<file path="src/rtl/cb_mem_bank_prog_ctrl.sv">
// ---------------------------------------------------------------------------
// cb_mem_bank_prog_ctrl
//
// Programming controller for one connection block's flat bl/wl configuration
// bus.  The block has NUM_CELLS SRAM cells arranged as NUM_CELLS/GROUP_W
// mux-memory groups.  One configuration word per group is taken over a
// valid/ready stream.  For each word the controller drives the bitlines,
// strobes that group's wordlines for WL_PULSE_CYCLES, then holds one cycle.
//
// Ports
//   prog_clk    programming clock, rising edge
//   prog_reset  synchronous active-high reset
//   start       one-cycle request for a full pass (honoured only in IDLE)
//   abort       synchronous abort of an in-progress pass
//   cfg_data    configuration word, bit k -> cell grp_idx*GROUP_W+k
//   cfg_valid   cfg_data valid
//   cfg_ready   controller accepts a word this cycle
//   bl / wl     bitline data / wordline strobes to the connection block
//   busy        pass in progress
//   done        one-cycle pulse when a pass completes
//   grp_idx     index of the group being programmed
//
// Optional feature, macro CB_PROG_PARITY_CHECK_EN:
//   adds cfg_parity (in) and parity_err (out).  Each accepted word must have
//   odd parity over {cfg_data, cfg_parity}; a bad word ends the pass without
//   touching the wordlines and sets parity_err until the next start/reset.
//
// State table
//   S_IDLE  | no pass in progress, bus quiet
//   S_LOAD  | waiting for the current group's word (cfg_ready=1)
//   S_SETUP | bitlines settle, wordlines low
//   S_PULSE | current group's wordlines high for WL_PULSE_CYCLES
//   S_HOLD  | wordlines low, bitlines held
//   S_DONE  | done pulse, returns to IDLE
// ---------------------------------------------------------------------------
module cb_mem_bank_prog_ctrl #(
  parameter int NUM_CELLS       = 66,
  parameter int GROUP_W         = 6,
  parameter int WL_PULSE_CYCLES = 2,
  localparam int NG    = NUM_CELLS / GROUP_W,
  localparam int IDX_W = (NG > 1) ? $clog2(NG) : 1,
  localparam int CNT_W = (WL_PULSE_CYCLES > 1) ? $clog2(WL_PULSE_CYCLES) : 1
) (
  input  logic                 prog_clk,
  input  logic                 prog_reset,
  input  logic                 start,
  input  logic                 abort,
  input  logic [GROUP_W-1:0]   cfg_data,
  input  logic                 cfg_valid,
`ifdef CB_PROG_PARITY_CHECK_EN
  input  logic                 cfg_parity,
  output logic                 parity_err,
`endif
  output logic                 cfg_ready,
  output logic [NUM_CELLS-1:0] bl,
  output logic [NUM_CELLS-1:0] wl,
  output logic                 busy,
  output logic                 done,
  output logic [IDX_W-1:0]     grp_idx
);

  typedef enum logic [2:0] {
    S_IDLE  = 3'd0,
    S_LOAD  = 3'd1,
    S_SETUP = 3'd2,
    S_PULSE = 3'd3,
    S_HOLD  = 3'd4,
    S_DONE  = 3'd5
  } state_t;

  state_t               r_state, w_state_nxt;
  logic [IDX_W-1:0]     r_grp, w_grp_nxt;
  logic [NUM_CELLS-1:0] r_bl, w_bl_nxt;
  logic [NUM_CELLS-1:0] r_wl, w_wl_nxt;
  logic                 r_busy, w_busy_nxt;
  logic                 r_done, w_done_nxt;
  logic [CNT_W-1:0]     r_cnt, w_cnt_nxt;

  logic [31:0]          w_shamt;
  logic [NUM_CELLS-1:0] w_grp_bl;
  logic [NUM_CELLS-1:0] w_grp_wl;
  logic                 w_parity_ok;

`ifdef CB_PROG_PARITY_CHECK_EN
  logic r_perr, w_perr_nxt;
  assign w_parity_ok = ^{cfg_data, cfg_parity};
  assign parity_err  = r_perr;
`else
  assign w_parity_ok = 1'b1;
`endif

  // Bit offset of the current group on the flat bus.
  assign w_shamt  = 32'(r_grp) * 32'(GROUP_W);
  assign w_grp_bl = NUM_CELLS'(cfg_data) << w_shamt;
  assign w_grp_wl = NUM_CELLS'({GROUP_W{1'b1}}) << w_shamt;

  always_ff @(posedge prog_clk) begin
    if (prog_reset) begin
      r_state <= S_IDLE;
      r_grp   <= '0;
      r_bl    <= '0;
      r_wl    <= '0;
      r_busy  <= 1'b0;
      r_done  <= 1'b0;
      r_cnt   <= '0;
`ifdef CB_PROG_PARITY_CHECK_EN
      r_perr  <= 1'b0;
`endif
    end else begin
      r_state <= w_state_nxt;
      r_grp   <= w_grp_nxt;
      r_bl    <= w_bl_nxt;
      r_wl    <= w_wl_nxt;
      r_busy  <= w_busy_nxt;
      r_done  <= w_done_nxt;
      r_cnt   <= w_cnt_nxt;
`ifdef CB_PROG_PARITY_CHECK_EN
      r_perr  <= w_perr_nxt;
`endif
    end
  end

  always_comb begin
    w_state_nxt = r_state;
    w_grp_nxt   = r_grp;
    w_bl_nxt    = r_bl;
    w_wl_nxt    = '0;
    w_busy_nxt  = r_busy;
    w_done_nxt  = 1'b0;
    w_cnt_nxt   = r_cnt;
`ifdef CB_PROG_PARITY_CHECK_EN
    w_perr_nxt  = r_perr;
`endif

    if (abort && (r_state != S_IDLE)) begin
      // Abort outranks any handshake in the same cycle; the word is dropped.
      w_state_nxt = S_IDLE;
      w_grp_nxt   = '0;
      w_bl_nxt    = '0;
      w_busy_nxt  = 1'b0;
      w_cnt_nxt   = '0;
    end else begin
      case (r_state)
        S_IDLE: begin
          w_bl_nxt   = '0;
          w_busy_nxt = 1'b0;
          if (start && !abort) begin
            w_state_nxt = S_LOAD;
            w_grp_nxt   = '0;
            w_busy_nxt  = 1'b1;
`ifdef CB_PROG_PARITY_CHECK_EN
            w_perr_nxt  = 1'b0;
`endif
          end
        end
        S_LOAD: begin
          if (cfg_valid) begin
            if (w_parity_ok) begin
              w_bl_nxt    = w_grp_bl;
              w_state_nxt = S_SETUP;
            end else begin
              w_state_nxt = S_IDLE;
              w_grp_nxt   = '0;
              w_bl_nxt    = '0;
              w_busy_nxt  = 1'b0;
`ifdef CB_PROG_PARITY_CHECK_EN
              w_perr_nxt  = 1'b1;
`endif
            end
          end
        end
        S_SETUP: begin
          w_state_nxt = S_PULSE;
          w_wl_nxt    = w_grp_wl;
          w_cnt_nxt   = CNT_W'(WL_PULSE_CYCLES - 1);
        end
        S_PULSE: begin
          // Down-counter loaded on entry; the terminal count ends the strobe.
          if (r_cnt == '0) begin
            w_state_nxt = S_HOLD;
          end else begin
            w_cnt_nxt = r_cnt - CNT_W'(1);
            w_wl_nxt  = w_grp_wl;
          end
        end
        S_HOLD: begin
          w_bl_nxt = '0;
          if (r_grp == IDX_W'(NG - 1)) begin
            w_state_nxt = S_DONE;
            w_done_nxt  = 1'b1;
            w_busy_nxt  = 1'b0;
          end else begin
            w_state_nxt = S_LOAD;
            w_grp_nxt   = r_grp + IDX_W'(1);
          end
        end
        S_DONE: begin
          w_state_nxt = S_IDLE;
          w_grp_nxt   = '0;
          w_bl_nxt    = '0;
          w_busy_nxt  = 1'b0;
        end
        default: begin
          w_state_nxt = S_IDLE;
          w_grp_nxt   = '0;
          w_bl_nxt    = '0;
          w_busy_nxt  = 1'b0;
        end
      endcase
    end
  end

  assign cfg_ready = (r_state == S_LOAD);
  assign bl        = r_bl;
  assign wl        = r_wl;
  assign busy      = r_busy;
  assign done      = r_done;
  assign grp_idx   = r_grp;

endmodule

</file>
<file path="config.mk">
export PLATFORM = sky130hd
export DESIGN_NAME = cb_mem_bank_prog_ctrl
export DESIGN_NICKNAME = d
export VERILOG_FILES = /design/src/rtl/cb_mem_bank_prog_ctrl.sv
export SDC_FILE = /design/constraint.sdc
export NUM_CORES = 1
export LEC_CHECK = 0
export CAP_MARGIN = 10
export CORE_MARGIN = 3
export CORE_UTILIZATION = 46
export DETAILED_ROUTE_END_ITERATION = 8
export PLACE_DENSITY = 0.8
export SETUP_SLACK_MARGIN = 0.15
export SLEW_MARGIN = 15
export SYNTH_ARGS = -nofsm -noshare
export SYNTH_HDL_FRONTEND = slang
export SYNTH_SLANG_ARGS = --single-unit
</file>
<file path="constraint.sdc">
create_clock -name prog_clk -period 2.8 [get_ports prog_clk]
set_input_delay 0.56 -clock prog_clk [delete_from_list [all_inputs] [get_ports prog_clk]]
set_output_delay 0.56 -clock prog_clk [all_outputs]
set_load 0.05 [all_outputs]
</file>
==> results.cfg <==
[run_status]
outcome = finished clean

[floorplanning]
die_area_um2 = 11500
start_util = 0.477
core_um2 = 9860
std_cell_rows = 36
die_y_um = 107
ios = 150
die_w_um = 107

[power_and_ir_drop]
power_density_nw_per_um2 = 419
ir_drop_uv = 266
leakage_nw = 2.22

[placement]
port_buffers = 149
hpwlAfterDp_um = 9630
gp_congestion = 0.917
placed_cell_area_um2 = 6110
dp_cells = 743

[logic_synthesis]
ys_types = 57
synth_fa_ha_area_frac = 0.0309
yosys.area.top_type = dfxtp_1
yosysMostFrequentCell = dfxtp_1
synth_ff_type = dfxtp_1
synth-simple-area-share = 0.206
syn-num-nets = 539
synthMuxAreaShare = 0.0173
synth_compound_area_frac = 0.174
ys_seq_area_frac = 0.464
synth_area_per_cell_um2 = 9.10
async_reset_ff_frac = 0
synth_seq_cells = 109
synth_common_cells = 109 x dfxtp_1, 90 x nor2_1, 53 x a32oi_1, 36 x nand2_1, 33 x buf_4
synth_xor_area_frac = 0.0128
synth_cells = 517
synth_edf_count = 0
yosys-top-cells-area = dfxtp_1 46%, a32oi_1 9.9%, nor2_1 7.2%
yosysWarnings = 0
synth_top_area_frac = 0.464
synth_top_family_by_area = simple AND/OR/NAND/NOR gates
synth_area_um2 = 4700

[cells_and_area]
post-route-util = 0.643
drive_gt1_frac = 0.0847
diodes = 0
final_net_count = 643
area.sequential_um2 = 2180
final_area_um2 = 6340
stdcell_count = 759
multi_input_area_um2 = 2120
areaGrowthSynthToFinish_pct = 34.9
fillers = 789

[timing]
relSlewSlack = 0.547
rsz0062_at_grt = yes
hold_viol = 0
tns_ns = 0
fin_crit_sh = 0.885
fmax_ghz = 0.404
min_period_ns = 2.48
clock_skew_ns = 0.0164
worstMarginPinSlew_ns = 0.676
maxSlewViolCount = 0
setup_viol_count_final = 0

[cts]
cts_tree = yes
cts_max_level = 3
cts.sinks = 109
clockBufferDepth = 2
cts-root-buf = clkbuf_8
clkSlewWorstSetupHoldPaths_ns = 0.12
cts_inserted_buffers = 9
post_cts_buffers = 0
cts_hold_repair.buffers = 0
insertion_delay_ns = 0.39

[setup_path]
worst-endpoint-required_ns = 3.08
critical_path.cell_chain = buf_4, clkinv_1, ha_1, mux2_2, a22o_1, a32oi_1, nor2_1
path_buf_inv = 2
endpoint_kind = flip-flop
worstSetupPathType = flip-flop to flip-flop
crit_fanout = 18
critPathLaunch = grp_idx[0]
r2r_slack_ns = 0.32
path_delay_family = compound AO/OA/AOI/OAI gates
cp.arrival_ns = 2.76
max_stage_delay_ns = 0.56
timing.rr.start = grp_idx[0]
crit_path_start_kind = flip-flop
worst_path_max_delay_cell = ha_1

[global_route]
gr-usage-all-layers = 0.225
grt_util_met3 = 0.0602
grt_pass1_wl_um = 20700
grt_max_degree = 57
busiest_layer = met2
antenna_found_initial = 0
grtUsageMet1 = 0.289
overflow = 0
met2_usage = 0.370
grt_pass1_vias = 4048

[detailed_routing]
drc = 0
vias = 4270
dr.pass1.iters = 5
drt_iter0_drc = 302
wl_um = 13300
via_per_inst = 5.63
ant_nets = 0
avgRoutedWirePerCell_um = 17.5

[job]
drv_cap = 0

[min_path]
hp-class = flip-flop to flip-flop
hold_start = bl[16]
cell type report:
class | instances | share of cell area
Sequential cell | 109 | 0.344
Inverter | 7 | 0.00414
Clock buffer | 9 | 0.0195
Tap cell | 133 | 0.0262
Clock inverter | 7 | 0.0142
Timing Repair Buffer | 166 | 0.258
Multi-Input combinational cell | 328 | 0.334
tightest hold or removal path: stages (launching register included):
cell     delay, ns
dfxtp_1       0.33
nand2_1       0.05
nand2_1       0.04
metrics by stage:
step / setup WS (ns) / total power, mW / hold WS (ns)
after global routing: 0.151 / 2.74 / 0.463
after detailed placement: 0.227 / 1.72 / 0.431
after CTS: 0.199 / 2.67 / 0.448
after floorplan: 0.135 / 1.67 / 0.455
after global placement: 0.304 / 1.72 / 0.430
final: 0.322 / 2.66 / 0.444
sequential cells by signal, indices dropped and copies added (netlist names):
| name | flops |
|---|---|
| wl | 33 |
| r_state | 3 |
| r_cnt | 1 |
| busy | 1 |
| bl | 66 |
| grp_idx | 4 |
| done | 1 |
routing by layer:
metal  wire (um)  vias to the layer above
met5           0                        -
met4         206                        0
met3        1240                       21
li1            -                     2030
met2        6220                      227
met1        5600                     1992
power by group:
group	switching, mW	leakage [nW]	total (mW)	internal (mW)
sequential	0.00370	0.879	1.56	1.55
clock	0.613	0.101	0.973	0.360
combinational	0.0884	1.23	0.130	0.0416
what timing repair did:
item                                    4_1_cts  5_1_grt
endpoints found under the setup margin        0       31
resized for setup                             0        4
hold endpoints to repair                      0        0
cell usage in the layout (no fill, tap or decap), types with 2 or more instances in the layout:
cell	count
or3_1	6
nor2_1	90
a22o_1	2
or2_2	2
o211ai_1	4
o21ai_0	10
buf_4	16
nor2b_1	5
a22oi_1	4
dfxtp_1	107
inv_6	2
o22ai_1	6
a21oi_1	11
a21oi_4	2
nand4_1	10
xor2_1	2
a32oi_1	53
dfxtp_2	2
inv_1	6
nand2b_1	8
clkinv_8	4
clkdlybuf4s50_1	148
nand4bb_1	3
nand2_1	36
ha_1	10
mux2i_1	7
nor3_1	12
and3_1	6
clkbuf_8	9
nand3b_1	3
nand3_1	6
kinds of logic (layout without fill, tap and decap cells):
group / count (synthesis) / in the layout
simple gates: 199 / 199
flops: 109 / 109
compound gates: 104 / 104
buf+inv: 80 / 189
fa+ha+maj: 11 / 11
mux: 8 / 8
xor+xnor: 6 / 6
path summary, 6_finish.rpt:
check                           endpoint  cells past startpoint
worst min register to register    bl[16]                      2
worst max-delay path              bl[63]                      7
worst max register to register    bl[63]                      7
worst min-delay path              bl[16]                      2
No activity file was read; power rests on OpenSTA's default activity.
